File: config.mk
export PLATFORM = sky130hd
export DESIGN_NAME = alu_mul_ctrl
export DESIGN_NICKNAME = d
export VERILOG_FILES = /design/src/rtl/alu_mul_ctrl_pkg.sv /design/src/rtl/alu_mul_ctrl.sv
export SDC_FILE = /design/constraint.sdc
export NUM_CORES = 1
export LEC_CHECK = 0
export CORE_MARGIN = 3
export CORE_UTILIZATION = 42
export CTS_CLUSTER_SIZE = 25
export DETAILED_ROUTE_END_ITERATION = 7
export PLACE_DENSITY = 0.78
export SETUP_SLACK_MARGIN = 0.05
export SLEW_MARGIN = 20
export SYNTH_ARGS = -nofsm -noshare
export SYNTH_HDL_FRONTEND = slang
export SYNTH_SLANG_ARGS = --single-unit
File: constraint.sdc
create_clock -name clk -period 1.8 [get_ports clk]
set_input_delay 0.36 -clock clk [delete_from_list [all_inputs] [get_ports clk]]
set_output_delay 0.36 -clock clk [all_outputs]
set_load 0.02 [all_outputs]
File: src/rtl/alu_mul_ctrl_pkg.sv
// Shared constants for the shift-and-add multiply sequencer: datapath width,
// the borrowed ALU opcode and the sequencer state encoding.
package alu_mul_ctrl_pkg;

  localparam int XLEN  = 32;
  localparam int CNT_W = $clog2(XLEN);

  localparam logic [3:0] ALU_ADD = 4'd0;

  typedef enum logic [1:0] {
    S_IDLE = 2'd0,
    S_RUN  = 2'd1,
    S_DONE = 2'd2
  } state_e;

endpackage

File: src/rtl/alu_mul_ctrl.sv
// Multi-cycle MUL (low XLEN bits) that borrows the shared ALU's ADD, one
// multiplier bit per cycle, with early exit once the remaining multiplier is zero.
import alu_mul_ctrl_pkg::*;

module alu_mul_ctrl (
  input  logic            clk,
  input  logic            rst_n,
  input  logic            start,
  input  logic [XLEN-1:0] op_a,
  input  logic [XLEN-1:0] op_b,
  output logic            busy,
  output logic            done,
  output logic [XLEN-1:0] result,
  output logic            alu_req,
  output logic [XLEN-1:0] alu_in_0,
  output logic [XLEN-1:0] alu_in_1,
  output logic [3:0]      alu_operation,
  input  logic [XLEN-1:0] alu_out
);

  localparam logic [CNT_W-1:0] CNT_LAST = CNT_W'(XLEN - 1);

  state_e            state_q, state_d;
  logic [XLEN-1:0]   acc_q, acc_d;
  logic [XLEN-1:0]   mcand_q, mcand_d;
  logic [XLEN-1:0]   mplier_q, mplier_d;
  logic [CNT_W-1:0]  cnt_q, cnt_d;
  logic [XLEN-1:0]   result_q, result_d;
  logic              busy_q, busy_d;
  logic              done_q, done_d;
  logic              alu_req_q, alu_req_d;

  // Next-state and datapath update; status flags decode the next state so they come straight from flops.
  always_comb begin
    state_d  = state_q;
    acc_d    = acc_q;
    mcand_d  = mcand_q;
    mplier_d = mplier_q;
    cnt_d    = cnt_q;
    result_d = result_q;
    case (state_q)
      S_IDLE: begin
        if (start) begin
          acc_d    = '0;
          mcand_d  = op_a;
          mplier_d = op_b;
          cnt_d    = '0;
          if (op_b != '0) begin
            state_d = S_RUN;
          end else begin
            state_d  = S_DONE;
            result_d = '0;
          end
        end else begin
          state_d = S_IDLE;
        end
      end
      S_RUN: begin
        acc_d    = alu_out;
        mcand_d  = mcand_q << 1;
        mplier_d = mplier_q >> 1;
        cnt_d    = cnt_q + CNT_W'(1);
        if ((mplier_d == '0) || (cnt_q == CNT_LAST)) begin
          state_d  = S_DONE;
          result_d = alu_out;
        end else begin
          state_d = S_RUN;
        end
      end
      S_DONE:  state_d = S_IDLE;
      default: state_d = S_IDLE;
    endcase
    busy_d    = (state_d != S_IDLE);
    done_d    = (state_d == S_DONE);
    alu_req_d = (state_d == S_RUN);
  end

  // State, datapath and status registers.
  always_ff @(posedge clk or negedge rst_n) begin
    if (!rst_n) begin
      state_q   <= S_IDLE;
      acc_q     <= '0;
      mcand_q   <= '0;
      mplier_q  <= '0;
      cnt_q     <= '0;
      result_q  <= '0;
      busy_q    <= 1'b0;
      done_q    <= 1'b0;
      alu_req_q <= 1'b0;
    end else begin
      state_q   <= state_d;
      acc_q     <= acc_d;
      mcand_q   <= mcand_d;
      mplier_q  <= mplier_d;
      cnt_q     <= cnt_d;
      result_q  <= result_d;
      busy_q    <= busy_d;
      done_q    <= done_d;
      alu_req_q <= alu_req_d;
    end
  end

  // ALU operands are forced to zero whenever the ALU belongs to someone else.
  always_comb begin
    if (alu_req_q) begin
      alu_in_0 = acc_q;
      alu_in_1 = mplier_q[0] ? mcand_q : '0;
    end else begin
      alu_in_0 = '0;
      alu_in_1 = '0;
    end
  end

  assign alu_operation = ALU_ADD;
  assign busy          = busy_q;
  assign done          = done_q;
  assign alu_req       = alu_req_q;
  assign result        = result_q;

endmodule
==> run metrics <==
via count=slightly below 6000; Final nets=approximately 1000; Critical Path Start Type=flop; failing checks=negative setup slack; clock-pin slew on the worst setup and hold paths=around 0.050 ns; Comb pwr share=between 50% and 60%; total power draw=between 15 and 20 mW; FF-to-FF path depth=6; first-pass GRT wire length=around 30000 um; layout cell share with drive strength beyond 1=approximately 22%; Clock Latency Late Sink=approximately 0.41 ns; WL/cell=~17 um; total CTS buffers=17; Switch Pwr=~7.5 mW; Die Width=128 um; clk_skew=between 0.007 and 0.008 ns; I/O Buffers=roughly 200; CP Max Fanout=6; diode count=0; internal power=between 10 and 15 mW; Post-Route Hold Slack=~0.32 ns; vias per cell=about 5.3; synth warn=0; Placed Cells=1071; clock root buffer master=clkbuf_16; Max Cap Viol=0; initial detailed-routing violation count=roughly 360; Routability Congestion=0.831; Flop pwr share=29.8%; most common cell after layout, fill and taps aside=dfrtp_1; Initial Utilization=between 40% and 50%; drt pass-1 iters=5; CTS sink cnt=about 140; post-layout util=between 60% and 70%; Crit path arrival time=between 1 and 1.5 ns; synth unique cells=27; Area Growth Syn to Fin=56.4%; Total GRT Usage=~23%; initial antenna violation count=0; clock power share=around a fifth; Die Y=between 100 and 150 um; Final min period=roughly 1.8 ns; final slew viol count=0; DR DRC count=0; Post-Syn Area=roughly 6200 um^2; pwr dens=just under 2000 nW/um^2; kind of critical path=reg -> out; Setup crit end kind=output port; Hold Crit Class=in -> reg; DP HPWL=~13000 um; worst-path cell chain=buf_12 > buf_16 > and3_4 > buf_6; Syn Inst Count=698; Congestion Overflow GR=0; largest net degree at the start of global routing=66; final worst slack=-0.0170 ns; Critical Path RT=approximately 1.4 ns; most frequent cells in the layout=dfrtp_1 (137), nor2_1 (107), clkdlybuf4s50_1 (97), nand2_1 (94), nand3_1 (69); CP max stage delay=between 0.4 and 0.5 ns; static leakage=4.59 nW; hold depth=3; row cnt=43; endpoints failing setup=20; period utilisation layout=101%; syn avg cell area=between 8 and 9 um^2; Core Box Area=14200 um^2; Fin Setup TNS=-0.158 ns; outcome=finished, violations left; Max IR drop VDD=a little over 1 mV; Seq/Total Area, Yosys=a little under three fifths; final std cells w/o fill=1116; CTS Buffer Depth=2; CP max stage cell=dfrtp_2; vias in the first global route=roughly 5900; top-level I/O count=about 200; sw frac=between 30 and 40%; H-Tree Depth=4; TritonCTS clock tree=built; Total Routed Length=between 15000 and 20000 um; Final Hold Viols=0; Seq cells post-synth=between 100 and 150; die area=around 16000 um^2; Final ANT Viol Nets=0; RSZ-0062 raised after global routing=yes; Fmax=0.550 GHz
[cell type report]
type / instances / area [um^2]
sequential: 138 / 3450
inverter: 1 / 3.75
clock buffer: 24 / 502
timing repair buffer: 262 / 2700
clock inverter: 7 / 113
multi-input combinational: 504 / 2760
fill: 1134 / 4440
tap: 180 / 225
[flip-flops by register name, summed over array words and instances (netlist names)]
name	count
result	32
mcand_q	32
acc_q	32
busy	1
state_q	2
cnt_q	5
done	1
alu_req	1
mplier_q	32
[per-stage QoR]
step	worst slack, ns	cell area [um^2]
2_1_floorplan	0.0747	6250
4_1_cts	-0.0470	9300
5_1_grt	-0.0662	9760
3_3_place_gp	-0.331	8760
3_5_place_dp	-0.387	8760
6_report	-0.0170	9760
[worst paths after layout]
check                             start            to  slack, ns
max                             alu_req   alu_in_1[0]      -0.02
min                            op_b[19]  mplier_q[19]       0.32
max in group asynchronous         rst_n    result[25]       0.78
max reg2reg                mplier_q[25]     result[8]       0.03
min in group asynchronous         rst_n   mcand_q[31]       0.44
min reg2reg                 mcand_q[31]   mcand_q[31]       0.48
[cell usage after synthesis]
master      n  area share (%)
nand2b_1   33             3.3
o22ai_1    52             5.2
clkbuf_1   38             2.3
nand2_1    95             5.7
buf_2      11            0.88
nor2_1    107             6.4
and2_1     32             3.2
nor2b_1     1            0.10
nor3b_1     1            0.12
buf_1       2            0.12
conb_1      1           0.060
nor3_1      1           0.080
dfrtp_1   138              55
a22oi_1    10             1.2
and2_4      1            0.14
buf_4       7            0.84
o21bai_2    1            0.18
o21ai_1    15             1.2
inv_2       1           0.060
ha_1        2            0.40
or2_2       2            0.20
nand4_1     5            0.50
nor3_2      1            0.16
o21ai_0    24             1.9
nor4_1     15             1.5
and3_1     33             3.3
nand3_1    69             5.5
[kinds of logic after synthesis]
group	Yosys count	synth area share (%)
AND/OR/NAND/NOR	396	30.3
flip-flops	138	55.3
other	1	0.0601
adder cells (fa/ha/maj)	2	0.401
buffers and inverters	59	4.19
AO/OA/AOI/OAI	102	9.72
[layer usage]
| metal | wire length, um | GRT usage (%) |
|---|---|---|
| met1 | 8120 | 30.7 |
| met3 | 1040 | 4.25 |
| met4 | 402 | 8.68 |
| met2 | 9460 | 37.5 |
| met5 | 0 | 0 |
[timing repair]
item                                    CTS  global route
endpoints found under the setup margin  118           100
cloned                                    2             1
pin swaps                                 3             8
hold buffers                              1             0
gates resized for setup                 291           166
setup buffers                             2             8
hold endpoints to repair                 40             0
[power groups by stage]
stage	Combinational [mW]	Clock, mW	Sequential, mW
finish	9.81	3.58	5.68
global route	10.6	3.78	5.86
CTS	8.80	3.63	5.59
detailed placement	9.18	0	5.58
global placement	8.97	0	5.56
floorplan	4.63	0	5.82
[critical path, delay by kind of cell (launching register included)]
| kind | cells | cell delay [ns] |
|---|---|---|
| flops | 1 | 0.46 |
| buf+inv | 3 | 0.41 |
| simple gates | 1 | 0.16 |
(Power assumes the default switching activity.)
